$ cat src/rtl/lsu_pkg.sv
// Shared types and funct3 decode helpers for the load/store unit.
package lsu_pkg;

  typedef enum logic [2:0] {
    StIdle,
    StRd0,
    StRd1,
    StWr0,
    StWr1,
    StDone
  } lsu_state_t;

  localparam logic [2:0] F3_B  = 3'b000;
  localparam logic [2:0] F3_H  = 3'b001;
  localparam logic [2:0] F3_W  = 3'b010;
  localparam logic [2:0] F3_BU = 3'b100;
  localparam logic [2:0] F3_HU = 3'b101;

  function automatic logic [2:0] size_of(input logic [2:0] funct3);
    case (funct3[1:0])
      2'b00:   return 3'd1;
      2'b01:   return 3'd2;
      default: return 3'd4;
    endcase
  endfunction

  function automatic logic is_legal(input logic we, input logic [2:0] funct3);
    if (we) return (funct3 == F3_B) || (funct3 == F3_H) || (funct3 == F3_W);
    return (funct3 == F3_B) || (funct3 == F3_H) || (funct3 == F3_W) ||
           (funct3 == F3_BU) || (funct3 == F3_HU);
  endfunction

endpackage

$ cat src/rtl/lsu_align.sv
// Combinational lane steering: load extraction/extension and store lane merge
// over a two-word buffer pair.
module lsu_align
  import lsu_pkg::*;
(
  input  logic [1:0]  offset,
  input  logic [2:0]  size,
  input  logic        sign,
  input  logic [63:0] pair,
  input  logic [31:0] wdata,
  output logic [31:0] rdata,
  output logic [63:0] wpair
);

  logic [5:0]  sh;
  logic [63:0] shifted;
  logic [31:0] lane_bits;
  logic [63:0] lane_mask;
  logic [63:0] wdata_sh;

  assign sh      = {offset, 3'b000};
  assign shifted = pair >> sh;

  always_comb begin
    rdata = shifted[31:0];
    case (size)
      3'd1:    rdata = {{24{sign & shifted[7]}}, shifted[7:0]};
      3'd2:    rdata = {{16{sign & shifted[15]}}, shifted[15:0]};
      default: rdata = shifted[31:0];
    endcase
  end

  always_comb begin
    case (size)
      3'd1:    lane_bits = 32'h0000_00ff;
      3'd2:    lane_bits = 32'h0000_ffff;
      default: lane_bits = 32'hffff_ffff;
    endcase
  end

  assign lane_mask = {32'h0, lane_bits} << sh;
  assign wdata_sh  = {32'h0, wdata & lane_bits} << sh;
  assign wpair     = (pair & ~lane_mask) | (wdata_sh & lane_mask);

endmodule

$ cat src/rtl/load_store_unit.sv
// Multi-cycle load/store initiator: splits word-straddling accesses and does
// read-modify-write for sub-word or unaligned stores.
module load_store_unit
  import lsu_pkg::*;
#(
  parameter int unsigned ADDR_W = 32
) (
  input  logic              clk,
  input  logic              rst_n,
  input  logic              req_valid,
  output logic              req_ready,
  input  logic              req_we,
  input  logic [2:0]        req_funct3,
  input  logic [ADDR_W-1:0] req_addr,
  input  logic [31:0]       req_wdata,
  output logic              resp_valid,
  output logic [31:0]       resp_rdata,
  output logic              resp_err,
  output logic              mem_we,
  output logic [31:0]       mem_a,
  output logic [31:0]       mem_wd,
  input  logic [31:0]       mem_rd
);

  localparam int unsigned WordW = ADDR_W - 2;

  lsu_state_t        state_q, state_d;
  logic              we_q;
  logic [2:0]        f3_q;
  logic [ADDR_W-1:0] addr_q;
  logic [31:0]       wdata_q, buf0_q, buf1_q;
  logic [31:0]       rdata_q, rdata_d;
  logic              err_q, err_d;

  logic [WordW-1:0]  word0, word1;
  logic [1:0]        offset;
  logic [2:0]        size;
  logic              span;
  logic [63:0]       pair;
  logic [31:0]       load_data;
  logic [63:0]       wpair;

  assign word0  = addr_q[ADDR_W-1:2];
  assign word1  = word0 + WordW'(1);
  assign offset = addr_q[1:0];
  assign size   = size_of(f3_q);
  assign span   = (3'(offset) + size) > 3'd4;

  // Bypass the word being read this cycle so load data is ready on DONE entry.
  always_comb begin
    case (state_q)
      StRd0:   pair = {buf1_q, mem_rd};
      StRd1:   pair = {mem_rd, buf0_q};
      default: pair = {buf1_q, buf0_q};
    endcase
  end

  lsu_align u_align (
    .offset (offset),
    .size   (size),
    .sign   (~f3_q[2]),
    .pair   (pair),
    .wdata  (wdata_q),
    .rdata  (load_data),
    .wpair  (wpair)
  );

  always_comb begin
    state_d    = state_q;
    rdata_d    = rdata_q;
    err_d      = err_q;
    mem_we     = 1'b0;
    mem_a      = 32'h0;
    mem_wd     = 32'h0;
    resp_valid = 1'b0;
    case (state_q)
      StIdle: begin
        if (req_valid) begin
          if (!is_legal(req_we, req_funct3)) begin
            state_d = StDone;
            rdata_d = 32'h0;
            err_d   = 1'b1;
          end else if (req_we && req_funct3 == F3_W && req_addr[1:0] == 2'b00) begin
            state_d = StWr0;
          end else begin
            state_d = StRd0;
          end
        end
      end
      StRd0: begin
        mem_a = 32'(word0);
        if (span) begin
          state_d = StRd1;
        end else if (we_q) begin
          state_d = StWr0;
        end else begin
          state_d = StDone;
          rdata_d = load_data;
          err_d   = 1'b0;
        end
      end
      StRd1: begin
        mem_a = 32'(word1);
        if (we_q) begin
          state_d = StWr0;
        end else begin
          state_d = StDone;
          rdata_d = load_data;
          err_d   = 1'b0;
        end
      end
      StWr0: begin
        mem_we = 1'b1;
        mem_a  = 32'(word0);
        mem_wd = wpair[31:0];
        if (span) begin
          state_d = StWr1;
        end else begin
          state_d = StDone;
          rdata_d = 32'h0;
          err_d   = 1'b0;
        end
      end
      StWr1: begin
        mem_we  = 1'b1;
        mem_a   = 32'(word1);
        mem_wd  = wpair[63:32];
        state_d = StDone;
        rdata_d = 32'h0;
        err_d   = 1'b0;
      end
      StDone: begin
        resp_valid = 1'b1;
        state_d    = StIdle;
      end
      default: state_d = StIdle;
    endcase
  end

  always_ff @(posedge clk or negedge rst_n) begin
    if (!rst_n) begin
      state_q <= StIdle;
      we_q    <= 1'b0;
      f3_q    <= 3'b000;
      addr_q  <= '0;
      wdata_q <= 32'h0;
      buf0_q  <= 32'h0;
      buf1_q  <= 32'h0;
      rdata_q <= 32'h0;
      err_q   <= 1'b0;
    end else begin
      state_q <= state_d;
      rdata_q <= rdata_d;
      err_q   <= err_d;
      if (state_q == StIdle && req_valid) begin
        we_q    <= req_we;
        f3_q    <= req_funct3;
        addr_q  <= req_addr;
        wdata_q <= req_wdata;
      end
      if (state_q == StRd0) buf0_q <= mem_rd;
      if (state_q == StRd1) buf1_q <= mem_rd;
    end
  end

  assign req_ready  = (state_q == StIdle);
  assign resp_rdata = rdata_q;
  assign resp_err   = err_q;

endmodule

$ cat config.mk
export PLATFORM = sky130hd
export DESIGN_NAME = load_store_unit
export DESIGN_NICKNAME = d
export VERILOG_FILES = /design/src/rtl/lsu_pkg.sv /design/src/rtl/lsu_align.sv /design/src/rtl/load_store_unit.sv
export SDC_FILE = /design/constraint.sdc
export NUM_CORES = 1
export LEC_CHECK = 0
export CORE_ASPECT_RATIO = 1.25
export CORE_UTILIZATION = 54
export CTS_BUF_LIST = sky130_fd_sc_hd__clkbuf_8
export DETAILED_ROUTE_END_ITERATION = 7
export GPL_ROUTABILITY_DRIVEN = 0
export PLACE_DENSITY = 0.83
export SLEW_MARGIN = 40
export SYNTH_ARGS = -nofsm -noshare
export SYNTH_HDL_FRONTEND = slang
export SYNTH_SLANG_ARGS = --single-unit
$ cat constraint.sdc
create_clock -name clk -period 4.3 [get_ports clk]
set_input_delay 0.645 -clock clk [delete_from_list [all_inputs] [get_ports clk]]
set_output_delay 0.645 -clock clk [all_outputs]
set_load 0.005 [all_outputs]
==> load_flow_metrics.sql <==
INSERT INTO impl_metrics (metric_group, metric, value, unit) VALUES
('status', 'outcome', 'complete, no violations', ''),
('final_layout', 'multi_input_area', '5200', 'µm²'),
('hold_path', 'min-delay-path-class', 'in2async', ''),
('synthesis', 'synth_area_leader_cell', 'dfrtp_1', ''),
('worst_setup_path', 'worst-endpoint-required', '3650', 'ps'),
('timing', 'finalSetupViolations', '0', ''),
('worst_setup_path', 'criticalPathCategory', 'reg2out', ''),
('clock_tree', 'cts.repair.resized', '0', ''),
('timing', 'worst_slew_pin_slew', '757', 'ps'),
('pwr', 'leakagePower', '5.34', 'nW'),
('synthesis', 'synth.yosys.warnings', '0', ''),
('drt', 'avgRoutedWirePerCell', '21.9', 'µm'),
('clock_tree', 'clock_sink_count', '168', ''),
('pwr', 'ir_drop', '391', 'µV'),
('timing', 'timing.final.max_slew_violations', '0', ''),
('grt', 'number_of_global_route_vias_before_repair', '8851', ''),
('grt', 'grt-ovfl-total', '0', ''),
('worst_setup_path', 'arrival_time_at_the_worst_endpoint', '3490', 'ps'),
('clock_tree', 'postCtsHoldBufs', '0', ''),
('clock_tree', 'cts_max_level', '4', ''),
('final_layout', 'register_area', '4210', 'µm²'),
('synthesis', 'synth_largest_type_area_fraction', '42.0', '%'),
('floorplanning', 'floorplan.rows', '55', ''),
('clock_tree', 'path_clk_slew', '100', 'ps'),
('final_layout', 'area_delta_synth_final', '25.8', '%'),
('floorplanning', 'dieArea', '19100', 'µm²'),
('pwr', 'p_sw_share', '46.0', '%'),
('final_layout', 'num_antenna_cells', '0', ''),
('synthesis', 'synth_cell_type_count', '75', ''),
('clock_tree', 'total_setup_buffers_inserted_after_cts', '0', ''),
('pwr', 'power_density_relative_to_cell_area', '820', 'nW/µm²'),
('timing', 'final-hold-violation-count', '0', ''),
('worst_setup_path', 'ff2ff_path_depth', '8', ''),
('grt', 'grt_antenna_before_repair', '0', ''),
('worst_setup_path', 'worst-r2r-setup-slack', '840', 'ps'),
('drt', 'drcViolationCount', '0', ''),
('placement', 'placement.io_buffers', '200', ''),
('timing', 'hold-worst-slack', '192', 'ps'),
('drt', 'viasPerCell', '6.40', ''),
('synthesis', 'synth_most_common_cell', 'dfrtp_1', ''),
('pwr', 'internal_power', '5.56', 'mW'),
('drt', 'drt_first_iter_violations', '1293', ''),
('pwr', 'p_clk_share', '11.3', '%'),
('worst_setup_path', 'worst-path-max-fanout', '32', ''),
('timing', 'final.setup_skew', '12.2', 'ps'),
('synthesis', 'avgSynthCellArea', '9.60', 'µm²'),
('job', 'drv.max_cap_violation_count', '0', ''),
('clock_tree', 'cts_inserted_buffers', '17', ''),
('floorplanning', 'die_width', '124', 'µm'),
('final_layout', 'n_fill_cell', '1357', ''),
('drt', 'drt-pass1-iter-count', '6', ''),
('pwr', 'seq_power_share', '30.3', '%'),
('timing', 'max_freq', '242', 'MHz'),
('synthesis', 'post_synth_inst_count', '1041', ''),
('final_layout', 'finish.net_count', '1318', ''),
('drt', 'finalWirelength', '31800', 'µm'),
('synthesis', 'synth_common_cells', 'dfrtp_1, nand2_1, mux2i_1', ''),
('timing', 'period_share', '96.2', '%'),
('floorplanning', 'core_region_area', '18100', 'µm²'),
('drt', 'antenna_left', '0', ''),
('pwr', 'p_switching', '4.75', 'mW'),
('drt', 'vias', '9304', ''),
('synthesis', 'yosys_most_used_dff', 'dfrtp_1', ''),
('synthesis', 'yosysSeqAreaShare', '42.0', '%'),
('clock_tree', 'clockRootBuffer', 'clkbuf_8', ''),
('synthesis', 'synth_area_leaders', 'dfrtp_1, mux2i_1, mux2_2', ''),
('floorplanning', 'dieHeight', '154', 'µm'),
('timing', 'slew_headroom', '49.4', '%'),
('placement', 'dp_hpwl', '23500', 'µm'),
('timing', 'unrepaired_setup_endpoints_after_global_routing', 'false', ''),
('grt', 'track_usage', '34.2', '%');
flip-flops by register name, summed over array words and instances, names as in the netlist:
register,count
resp_err,1
addr_q,32
buf1_q,32
resp_rdata,32
we_q,1
f3_q,3
state_q,3
buf0_q,32
wdata_q,32
cells by family after synthesis:
family / after synthesis / share of synthesized area, %
buffers and inverters: 141 / 6.12
and+or+nand+nor: 263 / 12.5
muxes: 180 / 19.9
adders and majority gates: 3 / 0.450
DFF: 168 / 42.0
xor gates and xnor gates: 2 / 0.175
AOI/OAI and AO/OA: 283 / 18.8
other: 1 / 0.0375
power by group through the flow:
stage	clock [mW]	sequential [mW]	combinational [mW]
after floorplan	0	2.73	3.92
after global placement	0	3.08	5.76
after detailed placement	0	3.12	5.87
after CTS	1.17	3.09	5.90
after global routing	1.23	3.22	6.45
final	1.16	3.13	6.02
through the flow:
stage	std cells	util (%)	power (mW)	worst slack [ps]	instance area [µm²]
after floorplan	1042	-	6.65	1220	10000
after CTS	1452	69.4	10.2	247	12600
after global routing	1453	69.5	10.9	22.8	12600
final	1453	69.5	10.3	163	12600
after global placement	1420	67.2	8.85	758	12200
after detailed placement	1420	67.2	8.98	755	12200
area by class of cell:
type | instances | share of cell area, %
multi-input cells | 733 | 41.3
flip-flops and latches | 168 | 33.4
repair buffers | 229 | 17.9
well taps | 228 | 2.27
inverters | 63 | 1.88
clock buffers | 17 | 1.86
clock inverters | 15 | 1.31
worst max path at each step:
stage | startpoint | endpoint | slack [ps] | cells after the start
global placement | state_q[1]$_DFFE_PN0P_ | mem_wd[1] | 760 | 7
floorplan | addr_q[1]$_DFFE_PN0P_ | resp_rdata[5]$_DFFE_PN0P_ | 1220 | 10
detailed placement | f3_q[1]$_DFFE_PN0P_ | resp_rdata[0]$_DFFE_PN0P_ | 750 | 9
CTS | state_q[1]$_DFFE_PN0P_ | mem_wd[1] | 250 | 7
finish | state_q[1]$_DFFE_PN0P_ | mem_wd[1] | 160 | 7
global route | state_q[1]$_DFFE_PN0P_ | mem_wd[6] | 20 | 7
worst max-delay path: stages, from the launching register on:
cell and delay [ps]:
dfrtp_1 670, nor3b_4 260, buf_4 470, mux2i_1 650, nor2_1 100, a221oi_1 220, o22ai_1 120, clkdlybuf4s50_1 490
placed cells by master, fill, tap and decap left out, types with 15 or more instances in the layout:
cell type and n:
o221ai_1 15, nand2_1 114, dfrtp_1 166, o22ai_1 26, nor2_1 64, inv_1 61, clkbuf_8 18, mux2_2 78
a21oi_1 51, o21ai_0 76, nand3_1 21, clkdlybuf4s50_1 199, buf_4 26, mux2i_1 95, o211ai_1 19
layer usage:
metal / track usage (%) / share of wire (%) / up-vias
met3: 6.53 / 9.4 / 117
met2: 53.1 / 47 / 585
met1: 44.0 / 38 / 4459
met5: 0 / 0 / -
met4: 20.3 / 5.8 / 0
li1: - / - / 4143
Note: power is estimated with default switching activity, not from simulation.
